`src/rtl/dcache_amo_arbiter_pkg.sv`:
```
// dcache_amo_arbiter_pkg: shared widths, atomic op codes, arbiter state and request bundle
package dcache_amo_arbiter_pkg;
  localparam int XLEN        = 64;
  localparam int PADDR_SIZE  = 56;
  localparam int AMOOP_WIDTH = 5;
  localparam int DCACHE_BYTE = 8;
  localparam logic [AMOOP_WIDTH-1:0] AMOADD  = 5'h00;
  localparam logic [AMOOP_WIDTH-1:0] AMOSWAP = 5'h01;
  localparam logic [AMOOP_WIDTH-1:0] AMOXOR  = 5'h04;
  localparam logic [AMOOP_WIDTH-1:0] AMOOR   = 5'h08;
  localparam logic [AMOOP_WIDTH-1:0] AMOAND  = 5'h0c;
  typedef enum logic [1:0] {IDLE, ISSUE, WAIT} AmoArbState;
  typedef struct packed {
    logic [PADDR_SIZE-1:0]  paddr;
    logic [XLEN-1:0]        data;
    logic [AMOOP_WIDTH-1:0] op;
    logic [DCACHE_BYTE-1:0] mask;
    logic                   word;
  } AmoReqBundle;
endpackage

```
`src/rtl/amo_rr_pick.sv`:
```
// amo_rr_pick: combinational round-robin picker, first eligible at or after rr_ptr with wrap
module amo_rr_pick #(
  parameter  int NUM_REQ = 2,
  localparam int REQ_W   = $clog2(NUM_REQ)
) (
  input  logic [NUM_REQ-1:0] eligible_i,
  input  logic [REQ_W-1:0]   rr_ptr_i,
  output logic [NUM_REQ-1:0] grant_o,
  output logic [REQ_W-1:0]   idx_o
);
  logic hit;
  // scan from the pointer, keep the first hit
  always_comb begin
    hit   = 1'b0;
    idx_o = '0;
    for (int k = 0; k < NUM_REQ; k++) begin
      if (!hit && eligible_i[(int'(rr_ptr_i) + k) % NUM_REQ]) begin
        hit   = 1'b1;
        idx_o = REQ_W'((int'(rr_ptr_i) + k) % NUM_REQ);
      end
    end
    grant_o = hit ? (NUM_REQ'(1) << idx_o) : '0;
  end
endmodule

```
`src/rtl/dcache_amo_arbiter.sv`:
```
// dcache_amo_arbiter: shares the DCache atomic port among requesters, owning the handshake until success
module dcache_amo_arbiter
  import dcache_amo_arbiter_pkg::*;
#(
  parameter  int NUM_REQ = 2,
  localparam int REQ_W   = $clog2(NUM_REQ)
) (
  input  logic                                    clk_i,
  input  logic                                    rst_ni,
  input  logic [NUM_REQ-1:0]                      req_i,
  input  logic [NUM_REQ-1:0][PADDR_SIZE-1:0]      req_paddr_i,
  input  logic [NUM_REQ-1:0][XLEN-1:0]            req_data_i,
  input  logic [NUM_REQ-1:0][AMOOP_WIDTH-1:0]     req_op_i,
  input  logic [NUM_REQ-1:0][DCACHE_BYTE-1:0]     req_mask_i,
  input  logic [NUM_REQ-1:0]                      req_word_i,
  input  logic [NUM_REQ-1:0]                      cancel_i,
  output logic [NUM_REQ-1:0]                      grant_o,
  output logic [NUM_REQ-1:0]                      success_o,
  output logic [XLEN-1:0]                         rdata_o,
  output logic                                    busy_o,
  output logic                                    c_req_o,
  output logic [PADDR_SIZE-1:0]                   c_paddr_o,
  output logic [XLEN-1:0]                         c_data_o,
  output logic [AMOOP_WIDTH-1:0]                  c_op_o,
  output logic [DCACHE_BYTE-1:0]                  c_mask_o,
  output logic                                    c_word_o,
  input  logic                                    c_ready_i,
  input  logic                                    c_success_i,
  input  logic                                    c_refill_i,
  input  logic [XLEN-1:0]                         c_rdata_i
);
  AmoArbState           state_q, state_d;
  logic [REQ_W-1:0]     rr_ptr_q, rr_ptr_d, owner_q, owner_d, pick_idx, next_ptr;
  logic [NUM_REQ-1:0]   grant_q, grant_d, pick_grant, eligible;
  logic                 killed_q, killed_d, c_req_q, c_req_d, latch, own_cancel;
  AmoReqBundle          payload_q, sel_req;

  assign eligible   = req_i & ~cancel_i;
  assign own_cancel = cancel_i[owner_q];
  assign next_ptr   = (owner_q == REQ_W'(NUM_REQ - 1)) ? '0 : owner_q + REQ_W'(1);

  amo_rr_pick #(.NUM_REQ(NUM_REQ)) u_pick (
    .eligible_i (eligible),
    .rr_ptr_i   (rr_ptr_q),
    .grant_o    (pick_grant),
    .idx_o      (pick_idx)
  );

  // payload of the requester the picker selected this cycle
  always_comb begin
    sel_req = '{paddr: req_paddr_i[pick_idx], data: req_data_i[pick_idx], op: req_op_i[pick_idx],
                mask: req_mask_i[pick_idx], word: req_word_i[pick_idx]};
  end

  // next state: grant in IDLE, hand over to the cache in ISSUE, wait for success or refill replay in WAIT
  always_comb begin
    state_d  = state_q;
    rr_ptr_d = rr_ptr_q;
    owner_d  = owner_q;
    killed_d = killed_q;
    c_req_d  = c_req_q;
    grant_d  = '0;
    latch    = 1'b0;
    case (state_q)
      IDLE: if (|eligible) begin
        state_d  = ISSUE;
        owner_d  = pick_idx;
        killed_d = 1'b0;
        c_req_d  = 1'b1;
        grant_d  = pick_grant;
        latch    = 1'b1;
      end
      ISSUE: if (c_ready_i && c_req_q) begin
        state_d  = WAIT;
        c_req_d  = 1'b0;
        killed_d = killed_q | own_cancel;
      end else if (own_cancel) begin
        state_d = IDLE;
        c_req_d = 1'b0;
      end
      WAIT: begin
        killed_d = killed_q | own_cancel;
        if (c_success_i) begin
          state_d  = IDLE;
          rr_ptr_d = next_ptr;
        end else if (c_refill_i) begin
          state_d = ISSUE;
          c_req_d = 1'b1;
        end
      end
      default: state_d = IDLE;
    endcase
  end

  // control state with asynchronous reset
  always_ff @(posedge clk_i or negedge rst_ni) begin
    if (!rst_ni) begin
      state_q  <= IDLE;
      rr_ptr_q <= '0;
      owner_q  <= '0;
      killed_q <= 1'b0;
      c_req_q  <= 1'b0;
      grant_q  <= '0;
    end else begin
      state_q  <= state_d;
      rr_ptr_q <= rr_ptr_d;
      owner_q  <= owner_d;
      killed_q <= killed_d;
      c_req_q  <= c_req_d;
      grant_q  <= grant_d;
    end
  end

  // payload frozen from grant until the op retires; no reset needed
  always_ff @(posedge clk_i) begin
    if (latch) payload_q <= sel_req;
  end

  // success only to a live owner; rdata only visible while waiting on the cache
  always_comb begin
    success_o = (state_q == WAIT && c_success_i && !killed_q && !own_cancel) ? (NUM_REQ'(1) << owner_q) : '0;
    rdata_o   = (state_q == WAIT) ? c_rdata_i : '0;
  end

  assign grant_o   = grant_q;
  assign busy_o    = state_q != IDLE;
  assign c_req_o   = c_req_q;
  assign c_paddr_o = payload_q.paddr;
  assign c_data_o  = payload_q.data;
  assign c_op_o    = payload_q.op;
  assign c_mask_o  = payload_q.mask;
  assign c_word_o  = payload_q.word;
endmodule

```
`config.mk`:
```
export PLATFORM = sky130hd
export DESIGN_NAME = dcache_amo_arbiter
export DESIGN_NICKNAME = d
export VERILOG_FILES = /design/src/rtl/dcache_amo_arbiter_pkg.sv /design/src/rtl/amo_rr_pick.sv /design/src/rtl/dcache_amo_arbiter.sv
export SDC_FILE = /design/constraint.sdc
export NUM_CORES = 1
export LEC_CHECK = 0
export CORE_AREA = 2 2 215 217
export CTS_BUF_LIST = sky130_fd_sc_hd__clkbuf_4 sky130_fd_sc_hd__clkbuf_8 sky130_fd_sc_hd__clkbuf_16
export DETAILED_ROUTE_END_ITERATION = 7
export DIE_AREA = 0 0 217 219
export PLACE_DENSITY = 0.48
export SETUP_SLACK_MARGIN = 0.2
export SLEW_MARGIN = 10
export SYNTH_ARGS = -nofsm -noshare
export SYNTH_HDL_FRONTEND = slang
export SYNTH_HIERARCHICAL = 1
export SYNTH_SLANG_ARGS = --single-unit
```
`constraint.sdc`:
```
create_clock -name clk_i -period 7.9 [get_ports clk_i]
set_clock_uncertainty 0.2 [all_clocks]
set_input_delay 1.185 -clock clk_i [delete_from_list [all_inputs] [get_ports clk_i]]
set_output_delay 1.185 -clock clk_i [all_outputs]
set_load 0.05 [all_outputs]
```
==> impl_metrics.toml <==
[place]
place_hpwl_mm = 22.64
port_buffers = 544
place.gp.congestion = 0.7329

[synthesis]
yosysUniqueCellTypes = 29
synth_nets = 752
synth_area_per_cell_um2 = 16.30
synth-seq-cells = 142
synth_edf_count = 134
postSynthCellCount = 405
async_flop_share = 0.05634
seq_area_frac_synth = 0.6399
ys.flop_type = "edfxtp_1"
yosys_warnings = 6
syn_area_um2 = 6601

[drt]
wirelength_mm = 28.60
vias = 5614
drt-vias-per-instance = 3.592
drtIter0Drc = 226
drt-pass1-iter-count = 5
final_antenna_net_count = 0
drc_errors = 0
wl_per_cell_um = 18.30

[finish]
nNetsFinal = 1296
drive_gt1_frac = 0.1850
syn2layout_area_growth_pct = 102.8

[clock_network]
clockRootBuffer = "clkbuf_16"
clock_sink_count = 142
clockBufferDepth = 2
clock_latency_ps = 440
cts_tree = "done"
cts_resized = 0
cts_hold_buffers = 0
cts_setup_buffers = 0
ctsHtreeMaxLevel = 4
cts_buffers = 17
clk_pin_slew_worst_paths_ps = 60

[power_and_ir_drop]
power_w = 0.003438
p_leak_nw = 4.644
power_density_nw_per_um2 = 256.8
ir_drop_mv = 0.1197

[setup_path]
path_cells = "clkdlybuf4s50_1, nand2_1, nor4b_1, clkdlybuf4s50_1"
critical_path.max_stage_delay_ps = 870
worst_path_most_repeated_cell = "clkdlybuf4s50_1"
arrival_ps = 3080
required_ps = 6510
worst_setup_path_end_kind = "primary output"
critPathBufInv = 2
critPathTopFamily = "buffers and inverters"
slowest_stage = "clkdlybuf4s50_1"
critical_path_peak_fanout = 5
cp-start-kind = "primary input"
path_class = "in2out"

[grt]
gr-total-overflow = 0
grt_use_total = 0.1161
antenna_found_initial = 8
grt_max_degree = 138
grt_pass1_vias = 5919
grt_pass1_wl_mm = 39.01

[die]
die_h_um = 219
rows = 78
die_x_um = 217
initial_core_util = 0.1464
core_region_area_um2 = 45090
die_area_um2 = 47520
ios = 545

[sta]
fin_hold_ws_ps = 336.4
rsz0062_at_grt = "false"
hold_viol_final = 0
fmax_ghz = 0.2241
setup_violations = 0
worst_pin_slew_ps = 985.8
slew_headroom = 0.3428
post-route-period-util = 0.5648
finalCriticalPeriod_ps = 4462
drv_slew = 0
setup_tns_ps = 0

[run_status]
status = "finished, final reports clean"

[hold_path]
min_path_type = "reg2reg"

[flow_run]
cap_violations = 0
-- flip-flops by register name, indices dropped and copies added, names as in the netlist --
name,cells
state_q,2
grant_o,2
c_paddr_o,56
c_word_o,1
killed_q,1
c_mask_o,8
c_op_o,5
owner_q,1
c_req_o,1
c_data_o,64
rr_ptr_q,1
-- worst paths after layout --
check | start | to | slack [ps] | cells after the start
worst max-delay path | c_success_i | success_o[1] | 3440 | 4
worst min-delay path | rr_ptr_q$_DFFE_PN0P_ | rr_ptr_q$_DFFE_PN0P_ | 340 | 2
worst max register to register | rr_ptr_q$_DFFE_PN0P_ | c_data_o[22]$_DFFE_PP_ | 5330 | 4
worst min register to register | rr_ptr_q$_DFFE_PN0P_ | rr_ptr_q$_DFFE_PN0P_ | 340 | 2
max in group asynchronous | rst_ni | grant_o[0]$_DFF_PN0_ | 6400 | 1
min in group asynchronous | rst_ni | killed_q$_DFFE_PN0P_ | 830 | 1
-- final cells by class --
class,instances,area [µm²]
Antenna cell,1,2.502
Clock buffer,20,447.9
Clock inverter,12,181.4
Fill cell,4643,31700
Inverter,7,26.28
Multi-Input combinational cell,234,2260
Sequential cell,142,4224
Tap cell,600,750.7
Timing Repair Buffer,547,5493
-- kinds of logic after synthesis --
group	count (synthesis)	share of synthesized area
AND/OR/NAND/NOR	77	0.07639
multiplexers	138	0.2356
adder cells (fa/ha/maj)	6	0.01137
AO/OA/AOI/OAI	13	0.01554
buffers and inverters	29	0.02123
flip-flops	142	0.6399
-- placed cells by master (no fill, tap or decap), types with 2 or more instances in the layout --
cell             instances
clkdlybuf4s50_1        544
ha_1                     6
a21oi_1                  2
edfxtp_1               134
a21boi_1                 2
buf_12                   2
clkbuf_16               17
dfrtp_1                  8
bufinv_16                4
inv_1                    7
nand2_1                  2
mux2_2                 135
nand2b_4                 2
and2_1                  66
inv_6                    5
clkbuf_4                 3
mux2i_1                  2
-- metrics by stage --
| step | util | setup slack (ps) | area (µm²) | std cells |
|---|---|---|---|---|
| 3_3_place_gp | 0.2829 | 3490 | 12750 | 1530 |
| 2_1_floorplan | - | 1771 | 6605 | 405 |
| 4_1_cts | 0.2968 | 3425 | 13380 | 1562 |
| 6_report | 0.2969 | 3438 | 13390 | 1563 |
| 5_1_grt | 0.2969 | 3395 | 13390 | 1563 |
| 3_5_place_dp | 0.2829 | 3432 | 12750 | 1530 |
-- worst reg2reg max path, cell delays in order (launching register included) --
cell	delay [ps]
dfrtp_1	380
inv_1	90
a21boi_4	400
buf_12	410
mux2_2	840
-- synthesized netlist by cell type, types with 2 or more instances --
| library cell | number | share of area |
|---|---|---|
| a21oi_1 | 3 | 0.0023 |
| nand2_1 | 2 | 0.0011 |
| buf_2 | 10 | 0.0076 |
| mux2i_1 | 2 | 0.0030 |
| clkbuf_1 | 7 | 0.0040 |
| and2_1 | 66 | 0.063 |
| nand2b_4 | 2 | 0.0042 |
| dfrtp_1 | 8 | 0.030 |
| buf_4 | 5 | 0.0057 |
| inv_1 | 7 | 0.0040 |
| a21boi_1 | 3 | 0.0034 |
| mux2_2 | 135 | 0.23 |
| ha_1 | 6 | 0.011 |
| edfxtp_1 | 134 | 0.61 |
-- metal layers --
layer	GRT usage	vias to the layer above	share of wire
li1	-	2599	-
met1	0.1102	2615	0.33
met2	0.2166	361	0.53
met3	0.05405	39	0.11
met4	0.04406	0	0.028
met5	0	-	0
-- power by group --
part / switching (W) / internal [W] / leakage (nW) / total [W]
logic: 0.000925 / 0.000546 / 2.98 / 0.00147
registers: 0.0000555 / 0.00104 / 1.35 / 0.00109
clock network: 0.000334 / 0.000542 / 0.312 / 0.000876
total: 0.00131 / 0.00212 / 4.64 / 0.00344
Power figures use the tool's default switching activity.
